**src/rtl/sap_control_sequencer_pkg.sv**
```systemverilog
// sap_ctrl_pkg: opcodes, one-hot T-state encodings and the control word shared by the SAP-1 sequencer.
package sap_ctrl_pkg;
   localparam logic [3:0] OP_LDA = 4'h0;
   localparam logic [3:0] OP_ADD = 4'h1;
   localparam logic [3:0] OP_SUB = 4'h2;
   localparam logic [3:0] OP_JMP = 4'h3;
   localparam logic [3:0] OP_JC  = 4'h4;
   localparam logic [3:0] OP_OUT = 4'hE;
   localparam logic [3:0] OP_HLT = 4'hF;
   localparam logic [5:0] T1 = 6'b000001;
   localparam logic [5:0] T2 = 6'b000010;
   localparam logic [5:0] T3 = 6'b000100;
   localparam logic [5:0] T4 = 6'b001000;
   localparam logic [5:0] T5 = 6'b010000;
   localparam logic [5:0] T6 = 6'b100000;
   typedef struct packed {
      logic pc_inc;
      logic pc_out;
      logic pc_load;
      logic mar_load;
      logic ram_out;
      logic ir_load;
      logic ir_out;
      logic a_load;
      logic a_out;
      logic b_load;
      logic out_load;
      logic alu_en;
      logic alu_sum;
      logic alu_tx;
      logic alu_cin;
      logic halt;
   } ctrl_word_t;
endpackage

```
**src/rtl/sap_control_sequencer_if.sv**
```systemverilog
// sap_control_sequencer_if: opcode/carry inputs and the full control word between sequencer and datapath.
interface sap_control_sequencer_if #(parameter int OP_W = 4, parameter int T_W = 6);
   logic [OP_W-1:0] ir_opcode;
   logic            alu_cout;
   logic [T_W-1:0]  t_state;
   logic pc_inc, pc_out, pc_load, mar_load, ram_out, ir_load, ir_out, a_load;
   logic a_out, b_load, out_load, alu_en, alu_sum, alu_tx, alu_cin, halt;
   modport master (
      input  ir_opcode, alu_cout,
      output t_state, pc_inc, pc_out, pc_load, mar_load, ram_out, ir_load, ir_out, a_load,
             a_out, b_load, out_load, alu_en, alu_sum, alu_tx, alu_cin, halt
   );
   modport slave (
      output ir_opcode, alu_cout,
      input  t_state, pc_inc, pc_out, pc_load, mar_load, ram_out, ir_load, ir_out, a_load,
             a_out, b_load, out_load, alu_en, alu_sum, alu_tx, alu_cin, halt
   );
endinterface

```
**src/rtl/sap_ring_counter.sv**
```systemverilog
// sap_ring_counter: one-hot T-state ring with hold and asynchronous active-low clear to T1.
module sap_ring_counter #(parameter int T_W = 6) (
   input  logic           clk,
   input  logic           clr_n,
   input  logic           hold,
   output logic [T_W-1:0] t_state
);
   always_ff @(posedge clk or negedge clr_n)
      if (!clr_n) t_state <= T_W'(1);
      else if (!hold) t_state <= {t_state[T_W-2:0], t_state[T_W-1]};
endmodule

```
**src/rtl/sap_control_sequencer.sv**
```systemverilog
// sap_control_sequencer: SAP-1 T-state ring plus opcode decode into the datapath control word.
// Defining SAP_JUMP_EN adds a carry flag and the JMP/JC instructions.
import sap_ctrl_pkg::*;
module sap_control_sequencer #(parameter int OP_W = 4, parameter int T_W = 6) (
   input logic clk,
   input logic clr_n,
   sap_control_sequencer_if.master bus
);
   logic [T_W-1:0]  t_state;
   logic [OP_W-1:0] op;
   logic            halted, hlt_t4, mem_op, arith;
   ctrl_word_t      cw, cw_q;
   assign op     = bus.ir_opcode;
   assign hlt_t4 = t_state == T4 && op == OP_HLT;
   assign mem_op = op inside {OP_LDA, OP_ADD, OP_SUB};
   assign arith  = op inside {OP_ADD, OP_SUB};
   sap_ring_counter #(.T_W(T_W)) u_ring (.clk(clk), .clr_n(clr_n), .hold(halted | hlt_t4), .t_state(t_state));
   always_ff @(posedge clk or negedge clr_n)
      if (!clr_n) halted <= 1'b0;
      else if (hlt_t4) halted <= 1'b1;
`ifdef SAP_JUMP_EN
   logic carry;
   always_ff @(posedge clk or negedge clr_n)
      if (!clr_n) carry <= 1'b0;
      else if (t_state == T6 && arith) carry <= bus.alu_cout;
`else
   logic unused_cout;
   assign unused_cout = bus.alu_cout;
`endif
   always_comb begin
      cw = '0;
      if (halted || hlt_t4) cw.halt = 1'b1;
      else if (t_state == T1) begin
         cw.pc_out   = 1'b1;
         cw.mar_load = 1'b1;
      end else if (t_state == T2) cw.pc_inc = 1'b1;
      else if (t_state == T3) begin
         cw.ram_out = 1'b1;
         cw.ir_load = 1'b1;
      end else if (t_state == T4) begin
         if (mem_op) begin
            cw.ir_out   = 1'b1;
            cw.mar_load = 1'b1;
         end else if (op == OP_OUT) begin
            cw.a_out    = 1'b1;
            cw.out_load = 1'b1;
         end
`ifdef SAP_JUMP_EN
         else if (op == OP_JMP || op == OP_JC) begin
            cw.ir_out  = 1'b1;
            cw.pc_load = op == OP_JMP || carry;
         end
`endif
      end else if (t_state == T5 && mem_op) begin
         cw.ram_out = 1'b1;
         cw.a_load  = op == OP_LDA;
         cw.b_load  = op != OP_LDA;
      end else if (t_state == T6 && arith) begin
         cw.alu_en  = 1'b1;
         cw.alu_sum = op == OP_ADD;
         cw.a_load  = 1'b1;
      end
   end
   // Reset holds the ring at T1, so the word is masked to keep the bus quiet during clear.
   assign cw_q = clr_n ? cw : '0;
   assign bus.t_state  = t_state;
   assign bus.pc_inc   = cw_q.pc_inc;
   assign bus.pc_out   = cw_q.pc_out;
   assign bus.pc_load  = cw_q.pc_load;
   assign bus.mar_load = cw_q.mar_load;
   assign bus.ram_out  = cw_q.ram_out;
   assign bus.ir_load  = cw_q.ir_load;
   assign bus.ir_out   = cw_q.ir_out;
   assign bus.a_load   = cw_q.a_load;
   assign bus.a_out    = cw_q.a_out;
   assign bus.b_load   = cw_q.b_load;
   assign bus.out_load = cw_q.out_load;
   assign bus.alu_en   = cw_q.alu_en;
   assign bus.alu_sum  = cw_q.alu_sum;
   assign bus.alu_tx   = cw_q.alu_tx;
   assign bus.alu_cin  = cw_q.alu_cin;
   assign bus.halt     = cw_q.halt;
   bus_single_driver: assert property (@(posedge clk) disable iff (!clr_n)
      $onehot0({bus.pc_out, bus.ram_out, bus.ir_out, bus.a_out, bus.alu_en}));
endmodule

```
**src/flat_wrapper.sv**
```systemverilog
// flat-port wrapper written by rule: the top's interface ports become plain ports
module sap_control_sequencer_flat 
#(parameter int OP_W = 4, parameter int T_W = 6)
  (clk, clr_n, bus_ir_opcode, bus_alu_cout, bus_t_state, bus_pc_inc, bus_pc_out, bus_pc_load, bus_mar_load, bus_ram_out, bus_ir_load, bus_ir_out, bus_a_load, bus_a_out, bus_b_load, bus_out_load, bus_alu_en, bus_alu_sum, bus_alu_tx, bus_alu_cin, bus_halt);
  sap_control_sequencer_if #(.OP_W(OP_W), .T_W(T_W)) bus_i ();
  input logic clk;
  input logic clr_n;
  input wire logic [$bits(bus_i.ir_opcode)-1:0] bus_ir_opcode;
  input wire logic [$bits(bus_i.alu_cout)-1:0] bus_alu_cout;
  output wire logic [$bits(bus_i.t_state)-1:0] bus_t_state;
  output wire logic [$bits(bus_i.pc_inc)-1:0] bus_pc_inc;
  output wire logic [$bits(bus_i.pc_out)-1:0] bus_pc_out;
  output wire logic [$bits(bus_i.pc_load)-1:0] bus_pc_load;
  output wire logic [$bits(bus_i.mar_load)-1:0] bus_mar_load;
  output wire logic [$bits(bus_i.ram_out)-1:0] bus_ram_out;
  output wire logic [$bits(bus_i.ir_load)-1:0] bus_ir_load;
  output wire logic [$bits(bus_i.ir_out)-1:0] bus_ir_out;
  output wire logic [$bits(bus_i.a_load)-1:0] bus_a_load;
  output wire logic [$bits(bus_i.a_out)-1:0] bus_a_out;
  output wire logic [$bits(bus_i.b_load)-1:0] bus_b_load;
  output wire logic [$bits(bus_i.out_load)-1:0] bus_out_load;
  output wire logic [$bits(bus_i.alu_en)-1:0] bus_alu_en;
  output wire logic [$bits(bus_i.alu_sum)-1:0] bus_alu_sum;
  output wire logic [$bits(bus_i.alu_tx)-1:0] bus_alu_tx;
  output wire logic [$bits(bus_i.alu_cin)-1:0] bus_alu_cin;
  output wire logic [$bits(bus_i.halt)-1:0] bus_halt;
  assign bus_i.ir_opcode = bus_ir_opcode;
  assign bus_i.alu_cout = bus_alu_cout;
  assign bus_t_state = bus_i.t_state;
  assign bus_pc_inc = bus_i.pc_inc;
  assign bus_pc_out = bus_i.pc_out;
  assign bus_pc_load = bus_i.pc_load;
  assign bus_mar_load = bus_i.mar_load;
  assign bus_ram_out = bus_i.ram_out;
  assign bus_ir_load = bus_i.ir_load;
  assign bus_ir_out = bus_i.ir_out;
  assign bus_a_load = bus_i.a_load;
  assign bus_a_out = bus_i.a_out;
  assign bus_b_load = bus_i.b_load;
  assign bus_out_load = bus_i.out_load;
  assign bus_alu_en = bus_i.alu_en;
  assign bus_alu_sum = bus_i.alu_sum;
  assign bus_alu_tx = bus_i.alu_tx;
  assign bus_alu_cin = bus_i.alu_cin;
  assign bus_halt = bus_i.halt;
  sap_control_sequencer #(.OP_W(OP_W), .T_W(T_W)) u_core (.clk(clk), .clr_n(clr_n), .bus(bus_i));
endmodule
```
**config.mk**
```make
export PLATFORM = sky130hd
export DESIGN_NAME = sap_control_sequencer_flat
export DESIGN_NICKNAME = d
export VERILOG_FILES = /design/src/rtl/sap_control_sequencer_pkg.sv /design/src/rtl/sap_control_sequencer_if.sv /design/src/rtl/sap_ring_counter.sv /design/src/rtl/sap_control_sequencer.sv /design/src/flat_wrapper.sv
export SDC_FILE = /design/constraint.sdc
export NUM_CORES = 1
export LEC_CHECK = 0
export ABC_AREA = 1
export BUFFER_PORTS_ARGS = -buffer_cell sky130_fd_sc_hd__buf_2
export CAP_MARGIN = 25
export CORE_MARGIN = 8
export CORE_UTILIZATION = 44
export CTS_CLUSTER_DIAMETER = 150
export CTS_CLUSTER_SIZE = 20
export DETAILED_ROUTE_END_ITERATION = 16
export PLACE_DENSITY = 0.76
export SYNTH_ARGS = -nofsm -noshare
export SYNTH_HDL_FRONTEND = slang
export SYNTH_HIERARCHICAL = 1
export SYNTH_SLANG_ARGS = --single-unit
```
**constraint.sdc**
```tcl
create_clock -name clk -period 1.8 [get_ports clk]
set_clock_uncertainty 0.15 [all_clocks]
set_input_delay 0 -clock clk [delete_from_list [all_inputs] [get_ports clk]]
set_output_delay 0 -clock clk [all_outputs]
set_load 0.005 [all_outputs]
```
* Word level (Yosys, flattened, before mapping)
Index checks and enable logic that the tools add are counted.
W data, S select, Z words.
** Word-level totals
- Register bits after elaboration :: 7
- Input bits :: 7
- Output and inout port bits :: 22
- Logic and storage cells :: 50
** Cells by class
- Equality and inequality tests :: 10
- Muxes and demuxes :: 29
- Bitwise gates (word level) :: 1
- Reductions and logical operators :: 8
** Operators with widths (count)
- $mux W1 :: 20
- $mux W10 :: 2
- $mux W16 :: 1
- $mux W9 :: 1
- $eq A4 B4 Y1 const B :: 2
- $mux W2 :: 4
- $mux W7 :: 1
- $eq A6 B1 Y1 const B :: 1
- $eq A6 B2 Y1 const B :: 1
- $eq A6 B3 Y1 const B :: 1
- $eq A6 B4 Y1 const B :: 1
- $eq A6 B5 Y1 const B :: 1
- $eq A6 B6 Y1 const B :: 1
- $eq A4 B1 Y1 const B :: 1
- $eq A4 B2 Y1 const B :: 1
- $logic_not A4 Y1 :: 1
- $reduce_bool A4 Y1 :: 1
- $logic_and A1 B1 Y1 :: 3
- $reduce_bool A3 Y1 :: 1
- $reduce_bool A2 Y1 :: 1
- $logic_or A1 B1 Y1 :: 1
- $or A1 B1 Y1 :: 1

* Longest topological paths before layout
Gate-level depths: netlist (run 1).
- Depth in word-level cells :: 11
- Depth in mapped cells :: 9
- Gate-level depth less buffers :: 8

* Hierarchy
The synthesis (run 1) kept the hierarchy.
** Modules (own cells, without submodules)
- sap_control_sequencer :: times used 1, cells an instance 77, area an instance 399.1 sq um, seq. area each 25.0 sq um
- sap_ring_counter :: times used 1, cells an instance 25, area an instance 222.7 sq um, seq. area each 151.4 sq um

* Worst setup path after synthesis (run 1)
OpenSTA, ideal clock, no wires.
- Path kind :: reg2out
- From :: register u_core.u_ring.t_state[0]
- To :: output port bus_out_load
- Data arrival time :: 1.306 ns
- Data required time :: 1.650 ns
- Path slack :: 0.344 ns
- Cell stages (with the launch flop) :: 10
- Path buffers :: 1
- Path through :: dfstp_2 > inv_2 > nand2_1 > nor2_2 > nand3_2 > nand2_2 > nor2_2 > inv_1 > nor2_1 > buf_4
** Between the ends
- Longest elaborated chain between the ends :: 7
- Elaborated cells between the ends (all ways) :: 12
- Those cells by class :: eq/ne (4); mux (6); reduce/logical (2)
** Ends and longest elaborated chain
- start: declaration :: line sap_ring_counter.sv:6 : output logic [T_W-1:0] t_state
- start signal: assignment :: line sap_ring_counter.sv:10 : else if (!hold) t_state <= {t_state[T_W-2:0], t_state[T_W-1]};
- $eq A6 B4 Y1 :: line sap_control_sequencer.sv:14, sap_control_sequencer.sv:40
- $mux W1 :: line sap_control_sequencer.sv:40 : end else if (t_state == T4) begin
- $mux W7 :: line sap_control_sequencer.sv:37 : else if (t_state == T3) begin
- $mux W10 :: line sap_control_sequencer.sv:36 : end else if (t_state == T2) cw.pc_inc = 1'b1;
- $mux W9 :: line sap_control_sequencer.sv:33 : else if (t_state == T1) begin
- $mux W10 (*) :: line sap_control_sequencer.sv:32 : if (halted || hlt_t4) cw.halt = 1'b1;
- $mux W16 (*) :: line sap_control_sequencer.sv:65 : assign cw_q = clr_n ? cw : '0;
- end: declaration :: line flat_wrapper.sv:21 : output wire logic [$bits(bus_i.out_load)-1:0] bus_out_load;
Mark *: on every way between the ends. The rest lies on a longest branch, timed or not.

* Worst setup path after layout (run 1)
- From :: register u_core.u_ring.t_state[3]
- To :: output port bus_ram_out
** Between the ends
- Longest elaborated chain between the ends :: 9
- Elaborated cells between the ends (all ways) :: 15
- Those cells by class :: eq/ne (5); mux (7); reduce/logical (3)
** Ends and longest elaborated chain
- $eq A6 B5 Y1 :: line sap_control_sequencer.sv:54 : end else if (t_state == T5 && mem_op) begin
- $logic_and A1 B1 Y1 :: line sap_control_sequencer.sv:54
- $mux W1 :: line sap_control_sequencer.sv:54
- $mux W1 :: line sap_control_sequencer.sv:40
- $mux W1 :: line sap_control_sequencer.sv:37
- $mux W10 :: line sap_control_sequencer.sv:36
- $mux W9 :: line sap_control_sequencer.sv:33
- $mux W10 (*) :: line sap_control_sequencer.sv:32
- $mux W16 (*) :: line sap_control_sequencer.sv:65
- end: declaration :: line flat_wrapper.sv:15 : output wire logic [$bits(bus_i.ram_out)-1:0] bus_ram_out;
Marked as above.

==> flow_summary.ini, run 1 <==
[grt]
track_usage_pct = 11.80
use_met1_pct = 14.29
antenna_found_initial = 0
grt_max_degree = 9
grtUsageMet2_pct = 19.34
overflow = 0
grt_pass1_wl_um = 2622
grt_pass1_vias = 636
gr-max-usage-layer = met2
use_met3_pct = 3.030

[synth]
netlist_area_sq_um = 621.8
yosysTopAreaCell = dfrtp_1
synth_edf_count = 0
synth.most_common_cell = nand2_1
ys_seq_area_share_pct = 28.37
ys_ff_latch = 7
synth_flop_cell = dfrtp_1
yosysUniqueCellTypes = 18
synthArstFlopShare_pct = 100.0
synthCells = 102
yosys_warnings = 6
synth_area_leaders = dfrtp_1 (24%), nand2_1 (19%), nor2_1 (11%)
syn_avg_cell_area_sq_um = 6.097
yosysTopAreaCellShare_pct = 24.14
synthTopCellsByCount = nand2_1 (32), nor2_1 (19), inv_1 (12)

[clock_network]
tritoncts = done
cts.path.max_buffers = 2
cts.sinks = 7
clockRootBuffer = clkbuf_4
clock_latency_ps = 250
clk_pin_slew_ps = 50
cts_buffers = 3
htreeDepth = 1

[timing]
final_max_slew_viol_count = 0
fin_crit_ps = 1703
period_share_pct = 94.62
fin_setup_tns_ps = 0
max_freq_ghz = 0.5871
setup_viol = 0
fin_ws_ps = 96.81
hold_viol_final = 0

[floorplanning]
die_area_sq_um = 2872
die_h_um = 53.60
start_util_pct = 47.20
rows = 13
coreArea_sq_um = 1318
pin_count = 29
die_w_um = 53.60

[placement]
place_congestion = 0.8278
hpwl_um = 1270
io_buffers = 24
post-place-ws_ps = 237.7

[power]
clockPowerShare_pct = 43.4
power.internal_uw = 254.1
p_sw_uw = 78.88
peakVddDrop_uv = 314.8
p_sw_share_pct = 23.69
power.density_nw_per_um2 = 402.6
combPwrFrac_pct = 9.2
p_leak_uw = 0.0004754
seqPwrFrac_pct = 47.3

[setup_path]
worstPathMaxFanout = 6
critical_path_arrival_ps = 1550
worst-setup-path-type = reg2out
start_kind = flip-flop
worst_path_most_repeated_cell = nor2_4
cp.required_ps = 1650
cp_slowest_stage_delay_ps = 460
crit_slowest_cell = dfrtp_1
cp-end-kind = output pin
r2r_cells = 9
path_cells = nor2_4 > nand2_2 > nor2_4 > nand3_1 > and2_1 > nor2_1 > buf_2

[cells_and_area]
nFillCells = 132
area_growth_pct = 33.00
final_layout_size_suffix_gt1_share_pct = 39.39
fin_nets = 140
diodes = 0
seqCellArea_sq_um = 178.9
multi_input_area_sq_um = 395.4

[route]
routedWlPerCell_um = 11.29
ant_nets = 0
drc = 0
drtIter0Drc = 15
vias = 702
drt_first_pass_iters = 4
vias_per_cell = 4.776
wl_um = 1660

[worst_hold_path]
hold_depth = 5
min_path_type = in2reg

[run]
cap_violations = 0

[outcome]
status = completed
==> repair_timing <==
item | 4_1_cts | 5_1_grt
hold buffers | 2 | 0
gates resized for setup | 1 | 7
hold endpoints to repair | 7 | 0
buffers inserted | 1 | 1
setup endpoints to repair | 5 | 13
pin swaps | 0 | 2
==> power by group through the flow <==
stage               Combinational [uW]  Sequential [uW]  Clock, uW
CTS                               30.3              158        148
finish                            30.8              158        145
global route                      35.3              157        158
detailed placement                26.5              160          0
floorplan                         17.2              160          0
global placement                  25.8              160          0
==> cell type report <==
type,instances,area share (%)
timing repair buffer,28,18.76
inverter,14,6.354
tap,15,2.269
clock buffer,4,3.177
multi-input combinational,79,47.81
sequential,7,21.63
==> cell usage in the layout (no fill, tap or decap), drive strengths merged <==
master       instances
a21oi                1
nor4                 1
buf                 26
dlygate4sd3          2
nor2                27
conb                 3
dfrtp                6
nand4                1
dfstp                1
nand3                8
and2                 1
clkbuf               4
nand2               36
inv                 14
nor3                 1
==> per-stage QoR <==
stage               util, %  hold WS [ps]  instance area [sq um]  instances  power [uW]
floorplan                 -        -445.6                  629.4        104       177.5
global placement      56.03        -278.7                  738.2        139       186.1
detailed placement    56.03        -273.6                  738.2        139       186.8
CTS                   60.49         3.503                  797.0        146       336.1
global route          62.77         92.69                  827.0        147       350.6
finish                62.77         61.71                  827.0        147       332.9
==> per-layer routing <==
layer  wire length (um)  share of wire (%)  vias up
li1                   -                  -      362
met1                687                 41      313
met2                770                 46       25
met3                198                 12        2
met4                  4               0.24        0
met5                  0                  0        -
==> path summary, 6_finish.rpt <==
check                                         start                  endpoint  slack, ps
max                        u_core/u_ring/t_state[3]               bus_ram_out        100
max reg2reg                u_core/u_ring/t_state[2]  u_core/u_ring/t_state[4]        230
max in group asynchronous                     clr_n  u_core/u_ring/t_state[2]        600
min in group asynchronous                     clr_n  u_core/u_ring/t_state[0]        150
min                                bus_ir_opcode[3]             u_core/halted         60
min reg2reg                           u_core/halted             u_core/halted        400
==> cells by family (layout without fill, tap and decap cells) <==
logic type	count (synthesis)	in the layout	synth area share (%)
AOI/OAI and AO/OA	1	1	1.409
DFF	7	7	28.37
other	1	3	0.6030
and+or+nand+nor	75	75	56.34
buffers and inverters	18	46	13.28
==> state kept, by name, indices dropped and copies added (netlist names) <==
name	cells
u_core/u_ring/t_state	6
u_core/halted	1
==> critical path, delay by kind of cell, from the launching register on <==
family	cells	cell delay, ps
buf+inv	1	120
simple gates	6	720
flops	1	460
(Power assumes the default switching activity.)
==> inputs of run 2 (changes only) <==
ABC_AREA = default   (was 1)
PLACE_DENSITY = 0.77   (was 0.76)
==> run 2 against run 1 <==
  * The flow now finishes with violations (negative setup slack)
  * Synthesized cell count is 40% lower
  * Largest power group is now clock
  * Cell area increased by 26%
  * Clock power up 9%
  * Sequential share of layout area down 4.5 points
  * Fmax is 21% lower
  * Critical path type unchanged
  * Sequential power about the same
  * Global-route usage rose by 4.6 points
==> flow_summary.ini, run 2 <==
[cells_and_area]
stdcell_count = 122
largest_reg_flops = 6
area_growth_pct = 71.84
nFillCells = 90
diodes = 0
final_util_pct = 80.82
fin_area_sq_um = 1039
fin_nets = 115
final_layout_size_suffix_gt1_share_pct = 71.03
final_common_cell = buf_2
top_register = u_core/u_ring/t_state
largestRegisters = u_core/u_ring/t_state (6), u_core/halted (1)
layout.cells.most_common_list = buf_2 (23), buf_4 (15), buf_6 (6), mux2_4 (6), dfrtp_1 (5)

[clock_network]
cts.path.max_buffers = 2
clockRootBuffer = clkbuf_4
cts.sinks = 7
clock_latency_ps = 260
htreeDepth = 1
tritoncts = done
clk_pin_slew_ps = 60
cts_buffers = 3

[power]
power.density_nw_per_um2 = 338.3
finalPower_uw = 351.3
p_leak_uw = 0.0004978
peakVddDrop_uv = 411.1

[placement]
dp.cells = 113
place_congestion = 0.8095
hpwl_um = 1594
postPlaceCellArea_sq_um = 863.3
io_buffers = 24
post-place-ws_ps = -132.2

[floorplanning]
pin_count = 29
die_area_sq_um = 2815
rows = 13
die_h_um = 53.06
start_util_pct = 47.03
die_w_um = 53.06
coreArea_sq_um = 1285

[grt]
overflow = 0
use_met3_pct = 4.762
antenna_found_initial = 0
grtUsageMet2_pct = 28.71
track_usage_pct = 16.41
use_met1_pct = 16.67
grt_pass1_wl_um = 3387
gr-max-usage-layer = met2
grt_max_degree = 10
grt_pass1_vias = 736

[synth]
synth_edf_count = 0
synthArstFlopShare_pct = 100.0
synthCells = 61
ys_ff_latch = 7
syn_avg_cell_area_sq_um = 9.907
netlist_area_sq_um = 604.3
synth_flop_cell = dfrtp_1
yosys_warnings = 6
synthTopCellsByCount = dfrtp_1 (6), mux2_4 (6), buf_4 (4), nor4_1 (4)
yosysTopAreaCellShare_pct = 24.84
synth_area_leaders = dfrtp_1 (25%), mux2_4 (15%), buf_4 (5.0%)
yosysUniqueCellTypes = 33
ys_seq_area_share_pct = 29.19
yosysTopAreaCell = dfrtp_1

[route]
wl_um = 2275
drtIter0Drc = 12
drc = 0
ant_nets = 0
drt_first_pass_iters = 4
routedWlPerCell_um = 18.65
vias_per_cell = 5.672
vias = 692

[worst_hold_path]
min_path_type = in2async

[outcome]
violations = negative setup slack
status = finished with violations

[setup_path]
cp_slowest_stage_delay_ps = 570
cp.required_ps = 1650
endpoint = bus_halt
path_cells = or4_4 > buf_4 > o31ai_4 > buf_12 > and2_4 > buf_6
worstPathMaxFanout = 7
r2r_cells = 6
start_kind = flip-flop
critical_path_arrival_ps = 2000
worst-setup-path-type = reg2out
crit_start = u_core/u_ring/t_state[0]
regToRegEndpoint = u_core/u_ring/t_state[0]
r2r_slack_ps = -320
cp-end-kind = output pin
crit_slowest_cell = or4_4
worstReg2RegStart = u_core/u_ring/t_state[0]

[timing]
rsz0062_at_grt = yes
hold_viol_final = 0
relSlewSlack_pct = 59.68
fin_crit_ps = 2148
final_max_slew_viol_count = 0
period_share_pct = 119.3
max_freq_ghz = 0.4656
setup_viol = 19
tightestPinTransition_ps = 601.2
fin_ws_ps = -347.5

[run]
cap_violations = 0
run 2: changes by cell type in the layout (fill, tap and decap cells not counted), moves of 4 or more:
cell     previous run  this run
buf_4               2        15
nand3_1             5         1
nand2_1            32         2
inv_1              12         2
buf_6               0         6
nor2_2              6         0
mux2_4              0         6
nor2_1             17         2
run 2: layout make-up:
class	instances	area (sq um)	area share, %
inverters	2	7.507	0.7229
repair buffers	46	325.3	31.33
clock buffers	4	26.28	2.530
well taps	15	18.77	1.807
multi-input cells	48	483.0	46.51
flip-flops and latches	7	177.7	17.11
run 2: logic make-up after synthesis:
logic type,share of synthesized area [%]
AO/OA/AOI/OAI,14.08
XOR/XNOR,2.899
flip-flops,29.19
AND/OR/NAND/NOR,29.40
multiplexers,14.91
buffers and inverters,8.902
other,0.6205
run 2: what timing repair did:
item                                   CTS  global route
pin swaps                                3             4
hold buffers                             1             0
endpoints found under the hold margin    7             0
gates resized for setup                 16             8
setup endpoints to repair               19            19
setup buffers                            3             1
run 2: worst min path at each step:
stage	cells after the start	slack, ps	endpoint
floorplan	0	-450	u_core/halted
global placement	2	-240	u_core/halted
detailed placement	2	-230	u_core/u_ring/t_state[3]
CTS	3	30	u_core/u_ring/t_state[3]
global route	3	40	u_core/u_ring/t_state[3]
finish	3	40	u_core/u_ring/t_state[3]
run 2: worst max-delay path: cells and delay by family (launching register included):
| kind | cells | cell delay [ps] |
|---|---|---|
| and+or+nand+nor | 2 | 710 |
| DFF | 1 | 390 |
| buffers and inverters | 3 | 420 |
| AOI/OAI and AO/OA | 1 | 220 |
run 2: per-layer routing:
layer  routed length [um]  vias up  part of all wire, %
li1                     -      324                    -
met1                  895      339                   39
met2                 1219       21                   54
met3                   95        8                  4.2
met4                   65        0                  2.9
met5                    0        -                    0
run 2: power by group:
part           internal [uW]  leakage, uW  switching [uW]
clock                   85.5    0.0000150            72.1
sequential               157    0.0000873               0
combinational           14.5     0.000396            21.8
run 2: per-stage QoR:
stage                     hold WS (ps)  setup TNS [ps]
after floorplan                 -445.6           -1158
after global placement          -236.4           -1078
after detailed placement        -225.2           -1493
after CTS                        29.92           -4245
after global routing             40.43           -6298
final                            36.11           -5164
